## src/rtl/multi_cycle_ctrl.sv

```systemverilog
// Multi-cycle MIPS-style control unit: Moore FSM with memory wait/timeout handling,
// sticky bus error and instruction-boundary interrupt entry.
module multi_cycle_ctrl #(
  parameter int unsigned MEM_WAIT = 1,
  parameter int unsigned TIMEOUT  = 16,
  parameter int unsigned INT_EN   = 1
) (
  input  logic        clk,
  input  logic        reset,
  input  logic [31:0] inst_in,
  input  logic        zero,
  input  logic        MIO_ready,
  input  logic        INT,
  output logic        PCWrite,
  output logic        PCWriteCond,
  output logic        IorD,
  output logic        MemRead,
  output logic        MemWrite,
  output logic        IRWrite,
  output logic        ALUSrcA,
  output logic        RegWrite,
  output logic        CPU_MIO,
  output logic        EPCWrite,
  output logic [1:0]  MemtoReg,
  output logic [1:0]  RegDst,
  output logic [1:0]  PCSource,
  output logic [1:0]  ALUSrcB,
  output logic [2:0]  ALUop,
  output logic        Branch_ne,
  output logic [3:0]  state_out,
  output logic        bus_err
);

  localparam int unsigned WW = 8;
  localparam bit WAIT_ON = (MEM_WAIT != 0);
  localparam bit INT_ON  = (INT_EN != 0);

  localparam logic [5:0] OP_RTYPE = 6'b000000;
  localparam logic [5:0] OP_J     = 6'b000010;
  localparam logic [5:0] OP_JAL   = 6'b000011;
  localparam logic [5:0] OP_BEQ   = 6'b000100;
  localparam logic [5:0] OP_BNE   = 6'b000101;
  localparam logic [5:0] OP_ADDI  = 6'b001000;
  localparam logic [5:0] OP_SLTI  = 6'b001010;
  localparam logic [5:0] OP_ANDI  = 6'b001100;
  localparam logic [5:0] OP_ORI   = 6'b001101;
  localparam logic [5:0] OP_LUI   = 6'b001111;
  localparam logic [5:0] OP_LW    = 6'b100011;
  localparam logic [5:0] OP_SW    = 6'b101011;
  localparam logic [5:0] FN_JR    = 6'b001000;

  typedef enum logic [3:0] {
    S_IF = 4'd0, S_ID = 4'd1, S_MEM_ADR = 4'd2, S_MEM_RD = 4'd3,
    S_MEM_WB = 4'd4, S_MEM_WR = 4'd5, S_R_EX = 4'd6, S_R_WB = 4'd7,
    S_BR = 4'd8, S_JMP = 4'd9, S_I_EX = 4'd10, S_I_WB = 4'd11,
    S_JAL = 4'd12, S_JR = 4'd13, S_LUI = 4'd14, S_INT_ENT = 4'd15
  } state_t;

  state_t        state_q, state_d;
  logic [WW-1:0] wait_q, wait_d;
  logic          bus_err_q, bus_err_d;
  logic          fin;
  logic          mem_state, mem_done, timeout;
  logic [5:0]    op, funct;
  logic          unused_bits;

  assign op          = inst_in[31:26];
  assign funct       = inst_in[5:0];
  assign unused_bits = ^{zero, inst_in[25:6]};

  assign mem_state = (state_q == S_IF) || (state_q == S_MEM_RD) || (state_q == S_MEM_WR);
  assign mem_done  = !WAIT_ON || MIO_ready;
  // MIO_ready in the timeout cycle takes priority over the error
  assign timeout   = WAIT_ON && mem_state && !MIO_ready && (wait_q == WW'(TIMEOUT - 1));

  always_ff @(posedge clk or posedge reset) begin
    if (reset) begin
      state_q   <= S_IF;
      wait_q    <= '0;
      bus_err_q <= 1'b0;
    end else begin
      state_q   <= state_d;
      wait_q    <= wait_d;
      bus_err_q <= bus_err_d;
    end
  end

  // Next-state decode; fin marks the last cycle of an instruction, where INT is sampled
  always_comb begin
    state_d   = state_q;
    bus_err_d = bus_err_q;
    fin       = 1'b0;
    case (state_q)
      S_IF: begin
        if (timeout) begin
          state_d   = S_INT_ENT;
          bus_err_d = 1'b1;
        end else if (mem_done) begin
          state_d = S_ID;
        end
      end
      S_ID: begin
        case (op)
          OP_LW, OP_SW:                       state_d = S_MEM_ADR;
          OP_RTYPE:                           state_d = (funct == FN_JR) ? S_JR : S_R_EX;
          OP_BEQ, OP_BNE:                     state_d = S_BR;
          OP_J:                               state_d = S_JMP;
          OP_JAL:                             state_d = S_JAL;
          OP_ADDI, OP_SLTI, OP_ANDI, OP_ORI:  state_d = S_I_EX;
          OP_LUI:                             state_d = S_LUI;
          default:                            fin = 1'b1;
        endcase
      end
      S_MEM_ADR: state_d = (op == OP_SW) ? S_MEM_WR : S_MEM_RD;
      S_MEM_RD, S_MEM_WR: begin
        if (timeout) begin
          state_d   = S_INT_ENT;
          bus_err_d = 1'b1;
        end else if (mem_done) begin
          if (state_q == S_MEM_RD) state_d = S_MEM_WB;
          else                     fin = 1'b1;
        end
      end
      S_R_EX:    state_d = S_R_WB;
      S_I_EX:    state_d = S_I_WB;
      S_INT_ENT: state_d = S_IF;
      default:   fin = 1'b1;
    endcase
    if (fin) state_d = (INT && INT_ON) ? S_INT_ENT : S_IF;

    if (state_d != state_q)                      wait_d = '0;
    else if (WAIT_ON && mem_state && !MIO_ready) wait_d = wait_q + WW'(1);
    else                                         wait_d = wait_q;
  end

  // Moore output decode; IF write strobes qualified by transfer completion
  always_comb begin
    PCWrite = 1'b0; PCWriteCond = 1'b0; IorD = 1'b0; MemRead = 1'b0;
    MemWrite = 1'b0; IRWrite = 1'b0; ALUSrcA = 1'b0; RegWrite = 1'b0;
    CPU_MIO = 1'b0; EPCWrite = 1'b0; Branch_ne = 1'b0;
    MemtoReg = 2'b00; RegDst = 2'b00; PCSource = 2'b00; ALUSrcB = 2'b00;
    ALUop = 3'b000;
    case (state_q)
      S_IF: begin
        MemRead = 1'b1; CPU_MIO = 1'b1; ALUSrcB = 2'b01; ALUop = 3'b010;
        IRWrite = mem_done && !timeout;
        PCWrite = mem_done && !timeout;
      end
      S_ID:      begin ALUSrcB = 2'b11; ALUop = 3'b010; end
      S_MEM_ADR: begin ALUSrcA = 1'b1; ALUSrcB = 2'b10; ALUop = 3'b010; end
      S_MEM_RD:  begin MemRead = 1'b1; IorD = 1'b1; CPU_MIO = 1'b1; end
      S_MEM_WB:  begin RegWrite = 1'b1; MemtoReg = 2'b01; end
      S_MEM_WR:  begin MemWrite = 1'b1; IorD = 1'b1; CPU_MIO = 1'b1; end
      S_R_EX: begin
        ALUSrcA = 1'b1;
        case (funct)
          6'b100010: ALUop = 3'b110;
          6'b100100: ALUop = 3'b000;
          6'b100101: ALUop = 3'b001;
          6'b101010: ALUop = 3'b111;
          default:   ALUop = 3'b010;
        endcase
      end
      S_R_WB: begin RegWrite = 1'b1; RegDst = 2'b01; end
      S_BR: begin
        ALUSrcA = 1'b1; ALUop = 3'b110; PCWriteCond = 1'b1; PCSource = 2'b01;
        Branch_ne = (op == OP_BNE);
      end
      S_JMP: begin PCWrite = 1'b1; PCSource = 2'b10; end
      S_I_EX: begin
        ALUSrcB = 2'b10;
        case (op)
          OP_SLTI: ALUop = 3'b111;
          OP_ANDI: ALUop = 3'b000;
          OP_ORI:  ALUop = 3'b001;
          default: ALUop = 3'b010;
        endcase
      end
      S_I_WB: RegWrite = 1'b1;
      S_JAL: begin
        PCWrite = 1'b1; PCSource = 2'b10; RegWrite = 1'b1;
        RegDst = 2'b10; MemtoReg = 2'b10;
      end
      S_JR:      begin PCWrite = 1'b1; PCSource = 2'b11; end
      S_LUI:     begin RegWrite = 1'b1; MemtoReg = 2'b11; end
      S_INT_ENT: begin EPCWrite = 1'b1; PCWrite = 1'b1; PCSource = 2'b11; end
      default:   ;
    endcase
    if (reset) begin
      PCWrite = 1'b0; IRWrite = 1'b0; RegWrite = 1'b0;
      MemWrite = 1'b0; EPCWrite = 1'b0; PCWriteCond = 1'b0;
    end
  end

  assign state_out = state_q;
  assign bus_err   = bus_err_q;

endmodule

```

## config.mk

```make
export PLATFORM = sky130hd
export DESIGN_NAME = multi_cycle_ctrl
export DESIGN_NICKNAME = d
export VERILOG_FILES = /design/src/rtl/multi_cycle_ctrl.sv
export SDC_FILE = /design/constraint.sdc
export NUM_CORES = 1
export LEC_CHECK = 0
export CAP_MARGIN = 20
export CELL_PAD_IN_SITES_DETAIL_PLACEMENT = 1
export CELL_PAD_IN_SITES_GLOBAL_PLACEMENT = 2
export CORE_ASPECT_RATIO = 0.5
export CORE_MARGIN = 8
export CORE_UTILIZATION = 33
export CTS_BUF_LIST = sky130_fd_sc_hd__clkbuf_8
export CTS_CLUSTER_DIAMETER = 200
export DETAILED_ROUTE_END_ITERATION = 16
export DONT_BUFFER_PORTS = 1
export PLACE_DENSITY = 0.76
export SYNTH_ARGS = -nofsm -noshare
export SYNTH_HDL_FRONTEND = slang
export SYNTH_SLANG_ARGS = --single-unit
```

## constraint.sdc

```tcl
create_clock -name clk -period 2.1 [get_ports clk]
set_input_delay 0.21 -clock clk [delete_from_list [all_inputs] [get_ports clk]]
set_output_delay 0.21 -clock clk [all_outputs]
set_load 0.005 [all_outputs]
```

After elaboration in Yosys (flattened, before gate mapping)
Cells that the tools add are included.
{"block": "word_totals", "regBits": 13, "inputBits": 37, "out_inout_bits": 27, "elab_cells": 105}
{"block": "classes", "add_sub_neg": 1, "eq_ne": 33, "muxes": 42, "reduce_logical": 26}
{"cell": "one-hot mux 4 bit (7 select lines)", "n": 2}
{"cell": "equality test 6 x 4 -> 1 bit, second input constant", "n": 6}
{"cell": "equality test 6 bit, second input constant", "n": 6}
{"cell": "equality test 4 bit, second input constant", "n": 8}
{"cell": "two-way mux 4 bit", "n": 8}
{"cell": "one-hot mux 3 bit (4 select lines)", "n": 2}
{"cell": "two-way mux 1 bit", "n": 20}
{"cell": "one-hot mux 2 bit (3 select lines)", "n": 3}
{"cell": "equality test 4 x 3 -> 1 bit, second input constant", "n": 4}
{"cell": "two-way mux 8 bit", "n": 2}
{"cell": "OR reduction 2 bit", "n": 7}
{"cell": "equality test 6 x 2 -> 1 bit, second input constant", "n": 2}
{"cell": "equality test 6 x 3 -> 1 bit, second input constant", "n": 2}
{"cell": "OR reduction 12 bit", "n": 1}
{"cell": "OR reduction 5 bit", "n": 2}
{"cell": "one-hot mux 3 bit (3 select lines)", "n": 1}
{"cell": "OR reduction 3 bit", "n": 3}
{"cell": "adder 8 x 1 -> 8 bit, second input constant", "n": 1}
{"cell": "equality test 4 x 2 -> 1 bit, second input constant", "n": 2}
{"cell": "equality test 8 x 4 -> 1 bit, second input constant", "n": 1}
{"cell": "OR reduction 4 bit", "n": 2}
{"cell": "logical NOT 6 bit", "n": 1}
{"cell": "equality test 4 x 1 -> 1 bit, second input constant", "n": 1}
{"cell": "logical NOT 4 bit", "n": 1}
{"cell": "10 further kinds", "n": 14}

Longest topological paths before layout
Gate-level depths: netlist of the first run.
{"block": "logic_depth", "word_depth": 10, "mapped_depth": 10, "depth_no_buf": 8}

Worst setup path after synthesis of the first run
OpenSTA, ideal clock, no wires.
{"block": "synth_path", "kind": "reg-to-reg", "startpoint": "register wait_q[0]", "endpoint": "register wait_q[0]", "setup_ns": 0.101, "t_arrival_ns": 1.947, "required_time_ns": 1.999, "path_slack_ns": 0.052, "path_stages_with_launch": 9, "n_path_buf": 0, "period_less_slack_ns": 2.048, "cell_sequence": "dfrtp_1 -> ha_1 -> or4b_4 -> nor3_4 -> o211ai_2 -> o311ai_4 -> o31a_4 -> o211ai_4 -> nor4_1"}
{"block": "synth_via", "elab_chain_len": 7, "word_cells_on_any_way": 13, "cone_classes": "add/sub: 1; eq/ne: 2; mux: 8; reduce/logical: 2"}
{"element": "from (decl)", "line": "60", "text": "logic [WW-1:0] wait_q, wait_d;"}
{"element": "from (signal assigned)", "line": "83", "text": "wait_q <= wait_d;"}
{"element": "equality test 8 x 4 -> 1 bit", "line": "74", "text": "assign timeout = WAIT_ON && mem_state && !MIO_ready && (wait_q == WW'(TIMEOUT - 1));"}
{"element": "logical AND 1 bit", "line": "74"}
{"element": "two-way mux 4 bit (tied with other cells)", "line": "116", "text": "if (timeout) begin"}
{"element": "one-hot mux 4 bit (7 select lines) or one-hot mux 1 bit (3 select lines) (tied branches)", "line": "93", "text": "case (state_q)"}
{"element": "two-way mux 4 bit", "line": "129", "text": "if (fin) state_d = (INT && INT_ON) ? S_INT_ENT : S_IF;"}
{"element": "!= test 4 bit", "line": "131", "text": "if (state_d != state_q) wait_d = '0;"}
{"element": "two-way mux 8 bit or nonzero test 2 bit (tied branches)"}
Several ways; a longest one is shown, not always the timed one. The select of a mux whose other input is x is not followed.
A chain may end at the register's enable or synchronous reset.

Final worst setup path of the first run
{"block": "layout_path", "startpoint": "register state_q[0] (netlist: state_out[0])", "endpoint": "output EPCWrite"}
{"block": "layout_via", "elab_chain_len": 3}
{"element": "from (decl)", "line": "59", "text": "state_t state_q, state_d;"}
{"element": "from (signal assigned)", "line": "82", "text": "state_q <= state_d;"}
{"element": "equality test 4 bit", "line": "143", "text": "case (state_q)"}
{"element": "two-way mux 1 bit", "line": "143"}
{"element": "two-way mux 1 bit", "line": "189", "text": "if (reset) begin"}
{"element": "to (decl)", "line": "23", "text": "output logic EPCWrite,"}
Every way passes these cells.

==> results of run 1 <==
-- worst max-delay path, delay by kind of cell, from the launching register on --
kind / cells / cell delay [ns]
buffers and inverters: 2 / 0.33
AO/OA/AOI/OAI: 2 / 0.35
AND/OR/NAND/NOR: 4 / 0.93
flip-flops: 1 / 0.39
-- metal layers --
layer	up-vias	global-route usage [%]	wire [um]
met3	6	3.09	410
met5	-	0	0
li1	992	-	-
met1	1081	21.1	3310
met4	0	2.55	42
met2	48	28.4	3700
-- Yosys cell counts (3+ instances only) --
| library cell | number | share of area [%] |
|---|---|---|
| inv_1 | 5 | 1.0 |
| a21oi_1 | 21 | 5.6 |
| nand2_1 | 18 | 3.6 |
| nor2_1 | 26 | 5.2 |
| nand2b_1 | 6 | 2.0 |
| a21o_1 | 3 | 1.2 |
| buf_6 | 4 | 2.4 |
| nor4_1 | 10 | 3.4 |
| or3_1 | 6 | 2.0 |
| nand4_1 | 4 | 1.3 |
| and3_1 | 6 | 2.0 |
| buf_4 | 7 | 2.8 |
| dfrtp_1 | 13 | 17 |
| buf_2 | 3 | 0.80 |
| o21ai_0 | 4 | 1.1 |
| nor3_1 | 4 | 1.1 |
| nand3b_1 | 3 | 1.2 |
| nor2_2 | 3 | 1.0 |
| nand3_1 | 9 | 2.4 |
| xor2_1 | 7 | 3.3 |
-- state kept, by name, indices dropped and copies added, names as in the netlist --
signal	count
wait_q	8
state_out	4
bus_err	1
-- timing repair --
item | CTS | global route
hold buffers | 1 | 0
endpoints found under the hold margin | 13 | 0
pin swaps | 21 | 14
resized for setup | 25 | 19
endpoints found under the setup margin | 11 | 14
setup buffers | 5 | 11
-- power groups by stage --
stage | registers [W] | clock network, W | logic (W)
floorplan | 0.000353 | 0 | 0.00174
global placement | 0.000402 | 0 | 0.00266
detailed placement | 0.000407 | 0 | 0.00273
CTS | 0.000389 | 0.000230 | 0.00298
global route | 0.000395 | 0.000245 | 0.00365
finish | 0.000389 | 0.000231 | 0.00343
-- worst paths after layout --
check,from,to
hold reg to reg,bus_err,bus_err
hold / removal,INT,state_out[2]
setup reg to reg,wait_q[0],wait_q[4]
setup / recovery,state_out[0],EPCWrite
max in group asynchronous,reset,state_out[3]
min in group asynchronous,reset,state_out[0]
-- cell families (layout without fill, tap and decap cells) --
family	count (synthesis)	after routing	share of synthesized area, %
and+or+nand+nor	122	122	41.0
AOI/OAI and AO/OA	62	62	28.0
buffers and inverters	22	86	8.18
DFF	13	13	17.4
xor gates and xnor gates	9	9	4.22
adders and majority gates	1	1	0.670
muxes	1	1	0.536
-- through the flow --
stage          util, %  instance area [sq um]  hold slack, ns
3_3_place_gp      41.8                   2290           0.174
6_report          49.1                   2680           0.306
2_1_floorplan        -                   1870           0.101
4_1_cts           45.4                   2480           0.284
5_1_grt           49.1                   2680           0.318
3_5_place_dp      41.8                   2290           0.192
-- area by class of cell --
cell class / instances / area (sq um) / share of cell area [%]
multi-input cells: 195 / 1590 / 59.1
repair buffers: 76 / 609 / 22.7
flip-flops and latches: 13 / 329 / 12.3
well taps: 73 / 91.3 / 3.40
clock inverters: 1 / 3.75 / 0.140
inverters: 6 / 22.5 / 0.839
clock buffers: 3 / 41.3 / 1.54
==> results.cfg, run 1 <==
[placed_design]
io_buffers = 0
dp.cells = 348
dpl.hpwl_um = 5580
place_ws_ns = -0.264
gp_congestion = 0.917

[grt]
antenna_found_initial = 0
grt_pass1_vias = 2156
track_usage_pct = 16.5
grt_max_degree = 14
grt-ovfl-total = 0
grt_pass1_wl_um = 11700

[die]
start_util_pct = 34.1
pin_count = 64
die_height_um = 69.2
rows = 19
die_area_sq_mm = 0.00847
dieWidth_um = 122
core_area_sq_mm = 0.00547

[power]
p_int_w = 0.00203
clkPwrFrac_pct = 5.7
p_sw_share_pct = 49.9
ir_drop_mv = 0.478
p_per_area_mw_per_mm2 = 1510
combPwrFrac_pct = 84.7
p_seq_share_pct = 9.6
p_leak_nw = 1.11
switchingPower_w = 0.00202
total_power_w = 0.00405

[critical_path]
worstSetupEndpointType = output pin
required_ns = 1.89
crit_type = flip-flop to output pin
cp.arrival_ns = 2.25
cp_common_cell = buf_4
regToRegSetupSlack_ns = -0.26
critPathMaxStageDelay_ns = 0.39
worst-r2r-cell-count = 10
cp_slowest_cell = dfrtp_1
start_kind = flip-flop
cp_max_fo = 11
crit_chain = buf_4, or3_1, a21oi_1, nor2_1, or3_4, o311ai_4, nor4_4, buf_4

[clocking]
clockBufferDepth = 2
cts_tree = built
cts.sinks = 13
clkLatencyLatePin_ns = 0.25
cts_made_buffers = 3
htreeDepth = 1
clkTransAtPathRegs_ns = 0.06
root_buffer = clkbuf_8

[logic_synthesis]
synth-warning-count = 0
ys_types = 75
ys_async_sr_fraction_pct = 100
syn-cell-area_sq_mm = 0.00187
ys.flop_type = dfrtp_1
synth_cells = 230
synth_edf_count = 0
ys_seq_area_share_pct = 17.4
ys_seq_elements = 13
synth_nets = 268
avgSynthCellArea_sq_um = 8.12

[layout]
diodes = 0
final_common_cell = buf_4
drive_above_1_share_pct = 46.9
final_net_count = 333
stdcell_count = 367
fill_cells = 662
layout_common_cells = 70 x buf_4, 23 x nor2_1, 19 x a21oi_1
syn_to_final_growth_pct = 43.8

[timing]
max_freq_mhz = 407
setup_viol = 10
skew_ns = 0.00153
min_period_ns = 2.46
max_slew_margin_pct = 71.7
final_max_slew_viol_count = 0
max_slew.worst_pin.slew_ns = 0.425
setup_tns_ns = -2.20
rsz0062_at_grt = yes
fin_crit_sh_pct = 117
finalHoldViolCount = 0
fin_ws_ns = -0.359

[outcome]
status = complete, but fails checks
violations = setup timing

[detailed_routing]
vias = 2127
drt-pass1-iter-count = 5
drt-wirelength-per-cell_um = 20.3
drtIter0Drc = 101
drc = 0
antenna_left = 0
drt-total-wl_um = 7460
routed_via_density = 5.80

[job]
cap_violations = 0

[min_path]
hp-class = input pin to flip-flop
holdPathStages = 3
Power figures use the tool's default switching activity.
==> run 2: changes to the inputs <==
- PLACE_DENSITY: 0.76 -> default
- PLACE_DENSITY_LB_ADDON: default -> 0.1
==> run 2 against run 1 <==
The run still ends with setup timing left; fmax up 3.7%; cell area down 3.3%; first-iteration DRC count down 14%; via count down 4.9%; critical path type unchanged; largest power group unchanged; highest routed layer unchanged.
==> results.cfg, run 2 (synthesis results as in run 1) <==
[job]
cap_violations = 0

[critical_path]
critPathMaxStageDelay_ns = 0.47
cp.arrival_ns = 2.16
cp.buffers_inverters = 1
crit_type = flip-flop to output pin
cp_slowest_cell = or4b_4
required_ns = 1.89
worstSetupEndpointType = output pin
start_kind = flip-flop
cp_max_fo = 3
crit_chain = ha_2, or4b_4, nor3_4, a21oi_2, or3_4, o311ai_4, nor4_2, buf_4
cp_top_family = simple AND/OR/NAND/NOR gates

[clocking]
root_buffer = clkbuf_8
cts_made_buffers = 3
htreeDepth = 1
cts_tree = built
cts.sinks = 13
clockBufferDepth = 2
clkLatencyLatePin_ns = 0.25
clkTransAtPathRegs_ns = 0.06

[power]
p_leak_nw = 1.07
switchingPower_w = 0.00189
p_int_w = 0.00194
p_per_area_mw_per_mm2 = 1480
clkPwrFrac_pct = 5.9
combPwrFrac_pct = 84.6
ir_drop_mv = 0.630
p_sw_share_pct = 49.3
p_seq_share_pct = 9.5

[layout]
finalInstanceArea_sq_mm = 0.00259
final_common_cell = buf_4
final_net_count = 325
largest-register = wait_q
largest_register_ffs = 8
layout_common_cells = 57 x buf_4, 22 x nor2_1, 19 x a21oi_1
drive_above_1_share_pct = 44.4
utilization_pct = 47.5
diodes = 0
syn_to_final_growth_pct = 39.0

[timing]
min_period_ns = 2.37
fin_crit_sh_pct = 113
final_max_slew_viol_count = 0
setup_tns_ns = -2.01
fin_ws_ns = -0.270
max_freq_mhz = 422
skew_ns = 0.00382
max_slew.worst_pin.slew_ns = 0.439
max_slew_margin_pct = 70.7
rsz0062_at_grt = yes
finalHoldViolCount = 0
setup_viol = 9

[grt]
grt_pass1_wl_um = 11300
grt_max_degree = 16
grt-ovfl-total = 0
antenna_found_initial = 0
grt_pass1_vias = 2131
track_usage_pct = 16.2

[die]
rows = 19
die_area_sq_mm = 0.00847
start_util_pct = 34.1
pin_count = 64
dieWidth_um = 122
core_area_sq_mm = 0.00547
die_height_um = 69.2

[detailed_routing]
drt-total-wl_um = 7100
drt-wirelength-per-cell_um = 19.8
routed_via_density = 5.64
vias = 2023
drtIter0Drc = 87
drc = 0
drt-pass1-iter-count = 4
antenna_left = 0

[placed_design]
io_buffers = 0
gp_congestion = 0.813
postPlaceCellArea_sq_mm = 0.00225
dpl.hpwl_um = 5390

[min_path]
hp-class = input pin to flip-flop

[outcome]
violations = setup timing
status = complete, but fails checks
==> run 2: cell types whose count changed in the layout (fill, tap and decap cells not counted), sizes merged <==
| cell | before | now |
|---|---|---|
| buf | 75 | 67 |
==> run 2: worst reg2reg max path, cell delays in order (launching register included) <==
cell,delay (ns)
dfrtp_1,0.35
ha_2,0.17
or4b_4,0.47
nor3_4,0.21
buf_4,0.17
o211ai_4,0.08
o311ai_4,0.12
nor4_4,0.11
o211ai_4,0.34
buf_4,0.18
nor4_1,0.04
==> run 2: repair_timing <==
action                     CTS  global route
gates resized for setup     20            21
setup endpoints to repair   13            13
pin swaps                   14            12
setup buffers                4            11
hold endpoints to repair    13             0
hold buffers                 1             0
==> run 2: power by group through the flow <==
stage	clock, W	sequential [W]	combinational [W]
4_1_cts	0.000234	0.000412	0.00289
2_1_floorplan	0	0.000353	0.00174
3_5_place_dp	0	0.000410	0.00270
6_report	0.000226	0.000365	0.00324
5_1_grt	0.000246	0.000373	0.00348
3_3_place_gp	0	0.000406	0.00264
==> run 2: metal layers <==
metal  GRT usage (%)  up-vias  wire [um]
met5               0        -          0
met4            3.22        0         54
met3            1.62        5        264
met2            27.9       29       3410
met1            21.2     1012       3370
li1                -      977          -
==> run 2: cell type report <==
class	count	area (sq um)
fill	652	2870
multi-input combinational	195	1550
timing repair buffer	68	562
sequential	13	329
tap	73	91.3
clock buffer	3	41.3
inverter	6	22.5
clock inverter	1	3.75
==> run 2: path summary, 6_finish.rpt <==
kind	start	to	slack, ns	cells after the start
setup / recovery	wait_q[1]	EPCWrite	-0.27	8
hold / removal	INT	state_out[2]	0.30	3
setup reg to reg	wait_q[1]	wait_q[1]	-0.26	10
hold reg to reg	bus_err	bus_err	0.49	1
max in group asynchronous	reset	state_out[3]	1.42	3
min in group asynchronous	reset	wait_q[7]	0.48	3
==> run 2: stage by stage <==
step / hold slack [ns] / total power, W / cells / worst slack, ns
after floorplan: 0.101 / 0.00209 / 230 / 0.0521
after global placement: 0.145 / 0.00305 / 340 / -0.163
after detailed placement: 0.164 / 0.00311 / 340 / -0.237
after CTS: 0.283 / 0.00354 / 348 / -0.356
after global routing: 0.303 / 0.00410 / 359 / -0.377
final: 0.297 / 0.00383 / 359 / -0.270
